`config.mk`:
```
export PLATFORM = sky130hd
export DESIGN_NAME = mem_responder
export DESIGN_NICKNAME = d
export VERILOG_FILES = /design/src/rtl/mem_rsp_pkg.sv /design/src/rtl/mem_responder_ram.sv /design/src/rtl/mem_responder.sv
export SDC_FILE = /design/constraint.sdc
export NUM_CORES = 1
export LEC_CHECK = 0
export BUFFER_PORTS_ARGS = -buffer_cell sky130_fd_sc_hd__buf_2
export CORE_ASPECT_RATIO = 1.2
export CORE_MARGIN = 10
export CORE_UTILIZATION = 55
export DETAILED_ROUTE_END_ITERATION = 8
export GPL_TIMING_DRIVEN = 0
export PLACE_DENSITY = 0.77
export SYNTH_ARGS = -nofsm -noshare
export SYNTH_HDL_FRONTEND = slang
export SYNTH_SLANG_ARGS = --single-unit
```
`constraint.sdc`:
```
create_clock -name clk -period 4.2 [get_ports clk]
set_clock_uncertainty 0.15 [all_clocks]
set_input_delay 0.42 -clock clk [delete_from_list [all_inputs] [get_ports clk]]
set_output_delay 0.42 -clock clk [all_outputs]
set_load 0.005 [all_outputs]
```
`src/rtl/mem_rsp_pkg.sv`:
```
// rtl/mem_rsp_pkg.sv - shared types and helpers for the memory responder
//
// Purpose: request opcode and FSM state encodings, plus the storage
//          address-width helper used by mem_responder and mem_responder_ram.
package mem_rsp_pkg;

  typedef enum logic {
    OP_READ  = 1'b0,
    OP_WRITE = 1'b1
  } op_e;

  typedef enum logic {
    IDLE = 1'b0,
    RESP = 1'b1
  } state_e;

  // Index width for a storage array of 'depth' words; never narrower than 1 bit.
  function automatic int addr_bits(input int depth);
    return (depth > 1) ? $clog2(depth) : 1;
  endfunction

endpackage

```
`src/rtl/mem_responder_ram.sv`:
```
// rtl/mem_responder_ram.sv - word storage with byte-enabled write and registered read
//
// Purpose: DEPTH x DATA_WIDTH storage cleared by reset.
// Ports:
//   clk, rst_n       clock, asynchronous active-low reset (clears storage and rd_data)
//   wr_en            write this edge
//   wr_addr/wr_data  write word address / data
//   wr_be            per-byte write enables
//   rd_en            capture mem[rd_addr] into rd_data this edge
//   rd_addr          read word address
//   rd_data          registered read data, held until the next rd_en
module mem_responder_ram #(
  parameter int DATA_WIDTH = 32,
  parameter int DEPTH      = 16,
  parameter int AW         = 4
) (
  input  logic                    clk,
  input  logic                    rst_n,
  input  logic                    wr_en,
  input  logic [AW-1:0]           wr_addr,
  input  logic [DATA_WIDTH-1:0]   wr_data,
  input  logic [DATA_WIDTH/8-1:0] wr_be,
  input  logic                    rd_en,
  input  logic [AW-1:0]           rd_addr,
  output logic [DATA_WIDTH-1:0]   rd_data
);

  localparam int NB = DATA_WIDTH / 8;

  logic [DATA_WIDTH-1:0] mem [DEPTH];

  always_ff @(posedge clk or negedge rst_n) begin
    if (!rst_n) begin
      for (int i = 0; i < DEPTH; i++) begin
        mem[i] <= '0;
      end
    end else if (wr_en) begin
      for (int b = 0; b < NB; b++) begin
        if (wr_be[b]) begin
          mem[wr_addr][b*8 +: 8] <= wr_data[b*8 +: 8];
        end
      end
    end
  end

  always_ff @(posedge clk or negedge rst_n) begin
    if (!rst_n) begin
      rd_data <= '0;
    end else if (rd_en) begin
      rd_data <= mem[rd_addr];
    end
  end

endmodule

```
`src/rtl/mem_responder.sv`:
```
// rtl/mem_responder.sv - single-outstanding request/response memory with 1-cycle latency
//
// Purpose: accepts read/write requests, answers each one cycle after accept,
//          flags out-of-range addresses with rsp_err and leaves storage untouched.
// Config:  MEM_RESPONDER_WSTRB_EN adds req_wstrb byte enables for writes;
//          without it every write updates all bytes.
// Ports:
//   clk, rst_n                       clock, asynchronous active-low reset
//   req_valid/req_ready              request handshake
//   req_op, req_addr, req_wdata      opcode, word address, write data
//   req_wstrb                        byte enables (MEM_RESPONDER_WSTRB_EN only)
//   rsp_valid/rsp_ready              response handshake
//   rsp_rdata, rsp_err               read data (0 for writes/errors), out-of-range flag
module mem_responder
  import mem_rsp_pkg::*;
#(
  parameter int ADDR_WIDTH = 8,
  parameter int DATA_WIDTH = 32,
  parameter int DEPTH      = 16
) (
  input  logic                    clk,
  input  logic                    rst_n,
  input  logic                    req_valid,
  output logic                    req_ready,
  input  op_e                     req_op,
  input  logic [ADDR_WIDTH-1:0]   req_addr,
  input  logic [DATA_WIDTH-1:0]   req_wdata,
`ifdef MEM_RESPONDER_WSTRB_EN
  input  logic [DATA_WIDTH/8-1:0] req_wstrb,
`endif
  output logic                    rsp_valid,
  input  logic                    rsp_ready,
  output logic [DATA_WIDTH-1:0]   rsp_rdata,
  output logic                    rsp_err
);

  localparam int NB  = DATA_WIDTH / 8;
  localparam int RAW = addr_bits(DEPTH);
  // One extra bit so DEPTH == 2**ADDR_WIDTH is representable.
  localparam logic [ADDR_WIDTH:0] DEPTH_L = (ADDR_WIDTH + 1)'(DEPTH);

  state_e                state, state_nxt;
  logic                  accept;
  logic                  in_range;
  logic                  wr_en, rd_en;
  logic [NB-1:0]         wr_be;
  logic                  rsp_rd_q;   // pending response carries RAM read data
  logic                  rsp_err_q;
  logic [DATA_WIDTH-1:0] ram_rdata;

  assign accept   = req_valid && req_ready;
  assign in_range = {1'b0, req_addr} < DEPTH_L;
  assign wr_en    = accept && (req_op == OP_WRITE) && in_range;
  assign rd_en    = accept && (req_op == OP_READ) && in_range;

`ifdef MEM_RESPONDER_WSTRB_EN
  assign wr_be = req_wstrb;
`else
  assign wr_be = '1;
`endif

  // State register
  always_ff @(posedge clk or negedge rst_n) begin
    if (!rst_n) begin
      state <= IDLE;
    end else begin
      state <= state_nxt;
    end
  end

  // Next state: an accept in RESP implies rsp_ready, i.e. handshake plus reload.
  always_comb begin
    state_nxt = state;
    case (state)
      IDLE:    if (accept) state_nxt = RESP;
      RESP:    if (rsp_ready) state_nxt = accept ? RESP : IDLE;
      default: state_nxt = IDLE;
    endcase
  end

  // Outputs
  always_comb begin
    req_ready = (state == IDLE) || rsp_ready;
    rsp_valid = (state == RESP);
    rsp_err   = (state == RESP) && rsp_err_q;
    rsp_rdata = ((state == RESP) && rsp_rd_q) ? ram_rdata : '0;
  end

  // Response attributes are only reloaded on accept, so they hold while stalled.
  always_ff @(posedge clk or negedge rst_n) begin
    if (!rst_n) begin
      rsp_rd_q  <= 1'b0;
      rsp_err_q <= 1'b0;
    end else if (accept) begin
      rsp_rd_q  <= rd_en;
      rsp_err_q <= !in_range;
    end
  end

  mem_responder_ram #(
    .DATA_WIDTH (DATA_WIDTH),
    .DEPTH      (DEPTH),
    .AW         (RAW)
  ) u_ram (
    .clk     (clk),
    .rst_n   (rst_n),
    .wr_en   (wr_en),
    .wr_addr (req_addr[RAW-1:0]),
    .wr_data (req_wdata),
    .wr_be   (wr_be),
    .rd_en   (rd_en),
    .rd_addr (req_addr[RAW-1:0]),
    .rd_data (ram_rdata)
  );

endmodule
```
==> summary.txt, run 1 <==
Clock network
  • Clk sink count: 547
  • Clock Path Buffers: 3
  • CTS Root Cell: clkbuf_16
  • Clock-pin transition on the worst setup and hold timing paths: 0.06 ns
  • Inserted Clock Buffers: 54
  • H-tree levels: 2
  • CTS tree: yes
  • Clock Latency Late Sink: 0.61 ns

Placed design
  • Port Buffers: 77
  • Placed inst area: 25700 sq um
  • Placer's final routability congestion estimate: 0.864
  • Post-DP HPWL: 41.1 mm
  • Dpl cells: 2167

Setup path
  • Crit path max-delay family: simple AND/OR/NAND/NOR gates
  • Worst path buffer plus inverter count: 2
  • WP data required: 4.53 ns
  • CP startpoint: rsp_valid
  • Slowest cell on crit path: nor3_1
  • Worst setup EP type: flip-flop
  • Data arrival, critical path: 3.43 ns
  • WS Path Type: flip-flop to flip-flop
  • RR Startpoint: rsp_valid
  • CP peak stage delay: 0.59 ns
  • Crit path cell chain: nand2b_1 > clkbuf_2 > nand4_2 > nor3_1 > buf_2 > mux2_2
  • CP Launch Type: flip-flop
  • Critical path peak fanout: 10

Route
  • Iter 0 DRT Violations: 1049
  • DR vias: 14383
  • Post-route DRC violation count: 0
  • Post-route ant nets: 0
  • DR WL/cell: 27.1 um
  • Final wirelength: 62.3 mm
  • Vias per Instance: 6.26
  • 1st-pass router iterations: 5

Finish
  • Non-filler instance count after layout: 2299
  • Final instance area: 27900 sq um
  • Share of cells above drive strength 1: 49.9%
  • Fillers: 3169
  • Final #Nets: 1742
  • Area grow syn2layout: 13.8%
  • # diodes: 0

Min path
  • Hold path startpoint: req_wdata[7]
  • Hold/Removal Path Class: input pin to flip-flop

STA
  • Slew @ Worst Pin: 1.25 ns
  • Final Max Slew Viols: 0
  • Final setup fails: 0
  • F_max: 323 MHz
  • RSZ-0062 raised after global routing: false
  • Setup TNS: 0 ns
  • Fin crit share: 73.8%
  • Post-route minimum period: 3.10 ns
  • WHS: 0.0383 ns
  • Final Hold Viols: 0
  • Slew HR: 16.7%

Global routing
  • Total GRT Usage: 23.8%
  • Initial antenna violation count: 0
  • Grt total ovfl: 0
  • Largest net degree at the start of global routing: 128
  • First-pass GRT wire length: 95.9 mm
  • Vias in the first global route: 15601

Logic synthesis
  • Top-count cell post-synth: dfrtp_1
  • Async SR Flop Fraction: 100%
  • Share of the synthesized area in the top cell type: 55.8%
  • Number of synthesized register bits: 547
  • Synth Area in Adders: 0%
  • Avg Inst Size Synth: 16.1 sq um
  • Synth Area in Compound Gates: 2.52%
  • Synth area leader: dfrtp_1
  • Area contributors post-synth: dfrtp_1 56%, mux2_2 23%, mux4_2 12%
  • Mapped Nets: 1572
  • Synth Warn #: 0
  • Number of synthesized flops with an enable pin: 0
  • Mux cell area share after synthesis: 36.9%
  • Synthesized area: 24500 sq um
  • Seq/Total Area, Yosys: 55.8%
  • Synth cell count leaders: 547 x dfrtp_1, 494 x mux2_2, 128 x mux4_2, 68 x clkbuf_1, 40 x buf_2
  • Post-Synth XOR/XNOR Area: 0%
  • Synth Flop Type: dfrtp_1
  • Synth Area in Simple Gates: 2.02%
  • Cells after synthesis: 1527
  • Combinational family with the most area after synthesis: multiplexers
  • Post-synth cell types: 32

Power and ir drop
  • Gate power share: 6.0%
  • P_int: 8.63 mW
  • Overall Power: 11.1 mW
  • Pwr Density: 399 nW/um^2
  • Net Switching: 2.52 mW
  • Seq pwr share: 49.0%
  • Lkg Pwr: 14.0 nW
  • Clock power frac: 45.0%
  • Worst vdd rail ir drop: 0.304 mV
  • Net Sw Frac: 22.6%

Die
  • Die W: 213 um
  • DIE AREA: 53500 sq um
  • Die Span Y: 251 um
  • Initial Util: 55.9%
  • Core area: 43900 sq um
  • Io pins: 80
  • Cell Rows: 84

Job
  • Max Cap Viol: 0

Status
  • Status: completed
[repair_timing]
action	in CTS	in global routing
hold buffers	33	0
endpoints found under the hold margin	279	0
endpoints found under the setup margin	0	0
setup buffers	0	0
resized for setup	0	0
[routing by layer]
| layer | up-vias | wire length, um | global-route usage (%) |
|---|---|---|---|
| met5 | - | 0 | 0 |
| met4 | 0 | 2370 | 10.2 |
| met3 | 110 | 3250 | 3.55 |
| met2 | 393 | 31200 | 39.4 |
| met1 | 7814 | 25500 | 30.6 |
| li1 | 6066 | - | - |
[logic make-up after synthesis]
family | count (synthesis)
AOI/OAI and AO/OA | 89
buffers and inverters | 144
DFF | 547
muxes | 680
and+or+nand+nor | 67
[per-stage QoR]
step                      util (%)  setup WS (ns)
after CTS                     63.6           1.12
after floorplan                  -           1.83
after detailed placement      58.6          0.982
after global routing          63.6           1.06
final                         63.6           1.10
after global placement        58.3          -8.01
[worst paths after layout]
path	endpoint	slack (ns)	cells after the start
setup / recovery	u_ram.mem[505]	1.10	6
hold / removal	u_ram.mem[391]	0.04	2
setup reg to reg	u_ram.mem[505]	1.10	6
hold reg to reg	u_ram.rd_data[15]	0.32	1
max in group asynchronous	u_ram.mem[449]	1.96	4
min in group asynchronous	u_ram.mem[498]	0.31	2
[power by group through the flow]
stage | registers, mW | clock network [mW] | logic, mW
final | 5.46 | 5.02 | 0.665
after global routing | 5.47 | 5.31 | 0.721
after floorplan | 5.53 | 0 | 0.348
after CTS | 5.46 | 5.07 | 0.669
after detailed placement | 5.56 | 0 | 0.642
after global placement | 5.55 | 0 | 0.609
[state kept, by name (all words and copies together), names as in the netlist]
register	flops
rsp_err_q	1
rsp_rd_q	1
rsp_valid	1
u_ram.mem	512
u_ram.rd_data	32
[cell usage in the layout (no fill, tap or decap), types with 5 or more instances in the layout]
master         synthesis  layout
dfrtp_1              547     547
mux2_2               494     494
mux4_2               128     128
buf_2                 40     116
clkbuf_1              68      80
clkbuf_16              0      57
dlygate4sd3_1          0      33
and3_1                32      32
mux2i_1               32      32
mux2_1                26      26
buf_4                 24      24
o22ai_1               24      24
a211oi_1              24      24
a21o_1                24      24
clkbuf_8               0      18
buf_1                  8       8
a22oi_1                8       8
o21ai_0                8       8
clkinv_2               0       8
nor3_4                 6       6
nor3_1                 5       5
[area by class of cell]
| class | count | area, sq um | area share [%] |
|---|---|---|---|
| Clock inverter | 12 | 138 | 0.493 |
| Sequential cell | 547 | 13700 | 49.0 |
| Buffer | 142 | 676 | 2.42 |
| Clock buffer | 87 | 1720 | 6.15 |
| Multi-Input combinational cell | 836 | 10200 | 36.4 |
| Timing Repair Buffer | 114 | 836 | 2.99 |
| Tap cell | 559 | 699 | 2.50 |
| Inverter | 2 | 7.51 | 0.0269 |
Note: power is estimated with default switching activity, not from simulation.
==> inputs of run 2 (changes only) <==
Settings changed: ABC_AREA set to 1.
Clock period 4.2 ns to 3.2 ns, I/O delays scaled along.
==> run 2 against run 1 <==
First-iteration DRC count rose to 3.6 times the previous value; sequential power increased by 33%; via count rose by 74%.
==> summary.txt, run 2 <==
Status
  • Status: completed

Route
  • DR WL/cell: 22.1 um (-18%)
  • Final wirelength: 95.8 mm (+54%)
  • Post-route ant nets: 0 (unchanged)
  • DR vias: 25084 (+74%)
  • Post-route DRC violation count: 0 (unchanged)
  • Iter 0 DRT Violations: 3729 (+260%)
  • Vias per Instance: 5.79 (-7.4%)
  • 1st-pass router iterations: 7 (+2)

Logic synthesis
  • Synth cell count leaders: 1725 x nand2_1, 547 x dfrtp_1, 458 x o21ai_0, 161 x nor2_1, 150 x clkbuf_1
  • Cells after synthesis: 3497 (+130%)
  • Share of the synthesized area in the top cell type: 52.6% (-3.2 points)
  • Combinational family with the most area after synthesis: simple AND/OR/NAND/NOR gates
  • Synth Area in Compound Gates: 10.8% (+8.3 points)
  • Top-count cell post-synth: nand2_1
  • Number of synthesized register bits: 547 (unchanged)
  • Number of synthesized flops with an enable pin: 0 (unchanged)
  • Synth Area in Simple Gates: 30.6% (+29 points)
  • Synth Area in Adders: 0% (unchanged)
  • Synth Flop Type: dfrtp_1
  • Post-synth cell types: 24 (-25%)
  • Synthesized area: 26000 sq um (+6.1%)
  • Avg Inst Size Synth: 7.45 sq um (-54%)
  • Async SR Flop Fraction: 100% (unchanged)
  • Synth area leader: dfrtp_1
  • Area contributors post-synth: dfrtp_1 53%, nand2_1 25%, o21ai_0 8.8%
  • Synth Warn #: 0 (unchanged)
  • Mux cell area share after synthesis: 0% (-37 points)
  • Post-Synth XOR/XNOR Area: 0% (unchanged)
  • Mapped Nets: 3542 (+130%)
  • Seq/Total Area, Yosys: 52.6% (-3.2 points)

Job
  • Max Cap Viol: 0 (unchanged)

Setup path
  • Worst setup EP type: flip-flop
  • WS Path Type: flip-flop to flip-flop
  • CP peak stage delay: 0.52 ns (-0.07 ns)
  • Reg2Reg Setup Slack: 0.70 ns (-0.40 ns)
  • Crit path capture: u_ram.rd_data[17]
  • Worst path buffer plus inverter count: 2 (unchanged)
  • Stages on the worst setup path: 8 (+2)
  • Crit path max-delay family: buffers and inverters
  • Crit path cell chain: nand2_2 > nand2_2 > nor3_1 > buf_2 > buf_1 > nand2_1 > nor2_1 > nor2_1
  • Slowest cell on crit path: buf_1
  • Worst reg2reg path depth: 8 (+2)
  • Critical path peak fanout: 10 (unchanged)
  • Data arrival, critical path: 2.85 ns (-0.58 ns)
  • Worst R2R End: u_ram.rd_data[17]
  • CP startpoint: rsp_valid
  • CP Launch Type: flip-flop
  • WP data required: 3.55 ns (-0.98 ns)
  • RR Startpoint: rsp_valid

Finish
  • Multi-input logic area: 10800 sq um (+6.0%)
  • Area grow syn2layout: 13.3%
  • Final instance area: 29500 sq um (+5.7%)
  • Share of cells above drive strength 1: 7.58% (-42 points)
  • Final #Nets: 3714 (+110%)
  • Commonest cells after routing, fill and taps aside: 1725 x nand2_1, 547 x dfrtp_1, 458 x o21ai_0
  • Fillers: 4244 (+34%)
  • Non-filler instance count after layout: 4332 (+88%)
  • Most common cell after layout, fill and taps aside: nand2_1
  • Top Registers: u_ram.mem x512, u_ram.rd_data x32
  • Core Util, Final: 62.9% (-0.68 points)
  • Biggest register: u_ram.mem
  • # diodes: 0 (unchanged)
  • Sequential cell area: 13700 sq um (unchanged)
  • Max reg flops: 512 (unchanged)

Power and ir drop
  • Lkg Pwr: 15.4 nW (+9.8%)
  • Clock power frac: 43.7% (-1.3 points)
  • Seq pwr share: 47.9% (-1.1 points)
  • Pwr Density: 514 nW/um^2 (+29%)
  • Net Switching: 3.88 mW (+54%)
  • Worst vdd rail ir drop: 0.438 mV (+44%)
  • Gate power share: 8.3% (+2.3 points)
  • Net Sw Frac: 25.6% (+3.0 points)
  • P_int: 11.3 mW (+31%)

Min path
  • Hold/Removal Path Class: input pin to flip-flop

Placed design
  • Post-DP HPWL: 67.4 mm (+64%)
  • Placed inst area: 27400 sq um (+6.2%)
  • Port Buffers: 75 (-2.6%)
  • Dpl cells: 4200 (+94%)
  • Placer's final routability congestion estimate: 1.02 (+18%)

Clock network
  • Clock Path Buffers: 3 (unchanged)
  • Clock Latency Late Sink: 0.64 ns (+0.03 ns)
  • CTS Root Cell: clkbuf_16
  • H-tree levels: 2 (unchanged)
  • Clk sink count: 547 (unchanged)
  • Inserted Clock Buffers: 55 (+1.9%)
  • Clock-pin transition on the worst setup and hold timing paths: 0.07 ns (about the same)
  • CTS tree: yes
  • Cts repair resizes: 0 (unchanged)

STA
  • RSZ-0062 raised after global routing: false
  • F_max: 399 MHz (+24%)
  • Slew @ Worst Pin: 1.13 ns (-0.123 ns)
  • Slew HR: 24.8% (+8.2 points)
  • Final setup fails: 0 (unchanged)
  • WHS: 0.0211 ns (-0.0172 ns)
  • Final Hold Viols: 0 (unchanged)
  • Fin crit share: 78.3% (+4.4 points)
  • Post-route minimum period: 2.50 ns (-0.596 ns)
  • Final Max Slew Viols: 0 (unchanged)

Die
  • Cell Rows: 87 (+3.6%)
  • Io pins: 80 (unchanged)
  • Core area: 46900 sq um (+6.8%)
  • Die Span Y: 258 um (+2.8%)
  • DIE AREA: 56500 sq um (+5.6%)
  • Die W: 219 um (+2.7%)
  • Initial Util: 55.5% (-0.35 points)

Global routing
  • Total GRT Usage: 33.8% (+10 points)
  • Vias in the first global route: 23849 (+53%)
  • First-pass GRT wire length: 144 mm (+50%)
  • Grt total ovfl: 0 (unchanged)
  • Initial antenna violation count: 1 (+1)
  • Largest net degree at the start of global routing: 110 (-14%)
==> run 2: cell type report <==
class | count | area share, %
clock buffer | 88 | 5.74
tap | 623 | 2.64
clock inverter | 9 | 0.415
inverter | 140 | 1.78
sequential | 547 | 46.4
timing repair buffer | 115 | 2.96
buffer | 239 | 3.56
multi-input combinational | 2571 | 36.5
==> run 2: worst min-delay path by stage <==
stage / start / to / slack, ns / cells past startpoint
3_3_place_gp: u_ram.mem[508] / u_ram.mem[508] / 0.30 / 2
4_1_cts: req_wdata[30] / u_ram.mem[126] / 0.007 / 3
5_1_grt: req_wdata[31] / u_ram.mem[95] / 0.03 / 3
6_report: req_wdata[31] / u_ram.mem[479] / 0.02 / 3
3_5_place_dp: rst_n / u_ram.mem[345] / 0.17 / 1
2_1_floorplan: rst_n / rsp_err_q / -0.13 / 0
==> run 2: cells by family after synthesis <==
group	count (synthesis)
simple gates	2022
compound gates	549
flops	547
buf+inv	379
==> run 2: stage by stage <==
stage          power (mW)  worst slack (ns)  setup TNS [ns]
5_1_grt              15.5             0.588               0
3_3_place_gp         8.54             -9.63        -5242.98
2_1_floorplan        7.97              1.39               0
3_5_place_dp         8.58             0.424               0
4_1_cts              15.1             0.746               0
6_report             15.2             0.696               0
==> run 2: worst min-delay path: stages <==
cell and delay [ns]:
clkbuf_1 0.24, nand3_1 0.17, nand2_1 0.05
==> run 2: what timing repair did <==
action / CTS / global route
setup buffers: 0 / 0
endpoints found under the hold margin: 306 / 0
hold buffers: 35 / 0
==> run 2: power by group through the flow <==
stage          Sequential, mW  Combinational, mW  Clock (mW)
2_1_floorplan            7.37              0.599           0
3_3_place_gp             7.39               1.15           0
3_5_place_dp             7.39               1.19           0
4_1_cts                  7.27               1.23        6.61
5_1_grt                  7.30               1.36        6.87
6_report                 7.27               1.26        6.64
==> run 2: routing by layer <==
metal  vias to the layer above  part of all wire (%)  global-route usage (%)
li1                      11258                     -                       -
met5                         -                 0.014                       0
met3                       421                    10                    7.39
met4                         2                    10                    29.4
met1                     11912                    36                    41.3
met2                      1491                    43                    50.1
==> inputs of run 3 (changes only) <==
Clock period 3.2 ns to 2.45 ns, I/O delays scaled along.
==> run 3 against run 2 <==
Global-route usage barely moved; clock power rose by 30%; worst setup slack got worse by 0.59 ns; cell count barely moved; highest routed layer unchanged; utilization rose by 0.12 points; die area did not move.
==> summary.txt, run 3 (synthesis gave the netlist of run 2 again) <==
Status
  • Status: completed

STA
  • Setup TNS: 0 ns (unchanged)
  • Slew @ Worst Pin: 1.12 ns (-0.00676 ns)
  • Final setup fails: 0 (unchanged)
  • RSZ-0062 raised after global routing: false
  • Final WS setup: 0.107 ns (-0.589 ns)
  • Post-route minimum period: 2.34 ns (-0.161 ns)
  • WHS: 0.0159 ns (-0.00520 ns)
  • Slew HR: 25.3% (+0.45 points)
  • Final Hold Viols: 0 (unchanged)
  • F_max: 427 MHz (+6.9%)
  • Fin crit share: 95.6% (+17 points)
  • Final Max Slew Viols: 0 (unchanged)

Setup path
  • Crit path cell chain: nand2_2 > nand2_2 > nor2_4 > nand2_4 > inv_2 > buf_6 > nand3_4 > clkbuf_1 > o21ai_0
  • Worst setup EP type: flip-flop
  • Worst path most repeated cell: nand2_2
  • Data arrival, critical path: 2.72 ns (-0.13 ns)
  • Reg2Reg Setup Slack: 0.11 ns (-0.59 ns)
  • WP data required: 2.83 ns (-0.72 ns)
  • Stages on the worst setup path: 9 (+1)
  • Crit path max-delay family: buffers and inverters
  • Worst reg2reg path depth: 9 (+1)
  • WS Path Type: flip-flop to flip-flop
  • Worst R2R End: u_ram.mem[138]
  • CP peak stage delay: 0.41 ns (-0.11 ns)
  • CP Launch Type: flip-flop
  • Critical path peak fanout: 10 (unchanged)
  • Worst path buffer plus inverter count: 3 (+1)
  • RR Startpoint: rsp_valid
  • Slowest cell on crit path: dfrtp_1

Route
  • Post-route ant nets: 0 (unchanged)
  • Iter 0 DRT Violations: 3772 (+1.2%)
  • Post-route DRC violation count: 0 (unchanged)
  • DR vias: 25118 (+0.14%)
  • Final wirelength: 95.8 mm (about the same)
  • 1st-pass router iterations: 8 (+1)
  • DR WL/cell: 22.1 um (about the same)
  • Vias per Instance: 5.79 (about the same)

Placed design
  • Port Buffers: 75 (unchanged)
  • Pre-CTS setup slack: -0.251 ns (-0.675 ns)
  • Post-DP HPWL: 67.4 mm (unchanged)
  • Dpl cells: 4200 (unchanged)
  • Placer's final routability congestion estimate: 1.02 (unchanged)

Finish
  • Biggest register: u_ram.mem
  • Non-filler instance count after layout: 4336 (+0.092%)
  • Top Registers: u_ram.mem x512, u_ram.rd_data x32
  • Most common cell after layout, fill and taps aside: nand2_1
  • Share of cells above drive strength 1: 8.05% (+0.48 points)
  • Commonest cells after routing, fill and taps aside: 1725 x nand2_1, 547 x dfrtp_1, 458 x o21ai_0
  • Area grow syn2layout: 13.5%
  • Final #Nets: 3717 (+0.081%)
  • Sequential cell area: 13700 sq um (unchanged)
  • Fillers: 4227 (-0.40%)
  • Multi-input logic area: 10800 sq um (unchanged)
  • Max reg flops: 512 (unchanged)

Clock network
  • Number of post-CTS setup repair buffers: 0 (unchanged)
  • Inserted Clock Buffers: 55 (unchanged)
  • Clock-pin transition on the worst setup and hold timing paths: 0.06 ns (about the same)
  • CTS Root Cell: clkbuf_16
  • CTS tree: yes
  • Clock Latency Late Sink: 0.64 ns (about the same)
  • Clk sink count: 547 (unchanged)
  • Clock Path Buffers: 3 (unchanged)
  • H-tree levels: 2 (unchanged)

Power and ir drop
  • Pwr Density: 669 nW/um^2 (+30%)
  • Seq pwr share: 48.0% (about the same)
  • Gate power share: 8.4% (about the same)
  • Lkg Pwr: 15.4 nW (+0.38%)
  • Net Sw Frac: 25.4% (-0.13 points)
  • Clock power frac: 43.6% (about the same)
  • Net Switching: 5.03 mW (+30%)
  • Worst vdd rail ir drop: 0.571 mV (+30%)
  • P_int: 14.8 mW (+31%)

Global routing
  • Largest net degree at the start of global routing: 110 (unchanged)
  • Grt peak-use layer: met2
  • Vias in the first global route: 23850 (+0.0042%)
  • GRT met1 Usage: 41.3% (about the same)
  • Met3 Resource Use GR: 7.59% (+0.20 points)
  • First-pass GRT wire length: 144 mm (about the same)
  • Total GRT Usage: 33.9% (+0.049 points)
  • Grt total ovfl: 0 (unchanged)
  • Initial antenna violation count: 2 (+1)
  • GR met2 Demand/Resource: 50.1% (-0.069 points)

Die
  • Die W: 219 um (unchanged)
  • Die Span Y: 258 um (unchanged)
  • Io pins: 80 (unchanged)
  • Cell Rows: 87 (unchanged)
  • Initial Util: 55.5% (unchanged)
  • Core area: 46900 sq um (unchanged)
  • DIE AREA: 56500 sq um (unchanged)

Min path
  • Hold/Removal Path Class: input pin to async pin

Job
  • Max Cap Viol: 0 (unchanged)
run 3: cell types whose count changed in the layout (fill, tap and decap cells not counted), sizes merged:
cell,delta
dlygate4sd3,+3
diode,+1
run 3: worst max-delay path by stage:
stage | start | slack [ns] | end
after CTS | rsp_valid | 0.003 | u_ram.rd_data[17]
after global placement | rst_n | -10.31 | u_ram.mem[106]
after detailed placement | req_addr[1] | -0.25 | u_ram.rd_data[29]
after floorplan | rsp_valid | 0.64 | u_ram.mem[453]
after global routing | rsp_valid | 0.00004 | u_ram.mem[119]
final | rsp_valid | 0.11 | u_ram.mem[138]
run 3: layout make-up:
type	count	area share, %
flip-flops and latches	547	46.3
well taps	623	2.64
clock inverters	9	0.415
inverters	140	1.78
diodes	1	0.00846
multi-input cells	2571	36.5
plain buffers	239	3.63
repair buffers	118	3.05
clock buffers	88	5.72
run 3: what timing repair did:
item                                    in CTS  in global routing
hold buffers                                38                  0
endpoints found under the setup margin       0                 89
resized for setup                            0                 36
endpoints found under the hold margin      447                  0
run 3: layer usage:
metal	up-vias	share of wire [%]	routed length, um
li1	11274	-	-
met1	11893	36	34800
met2	1535	43	41300
met3	412	11	10100
met4	4	10	9600
met5	-	0.027	26
run 3: power by group through the flow:
stage | Clock [mW] | Combinational (mW) | Sequential [mW]
finish | 8.63 | 1.65 | 9.50
global route | 8.98 | 1.79 | 9.53
CTS | 8.63 | 1.61 | 9.50
detailed placement | 0 | 1.55 | 9.66
global placement | 0 | 1.50 | 9.66
floorplan | 0 | 0.783 | 9.62
run 3: metrics by stage:
stage | util, % | total power, mW | instance area (sq um)
after floorplan | - | 10.4 | 26000
after global placement | 58.0 | 11.2 | 27200
after detailed placement | 58.3 | 11.2 | 27400
after CTS | 63.0 | 19.7 | 29500
after global routing | 63.0 | 20.3 | 29600
final | 63.0 | 19.8 | 29600
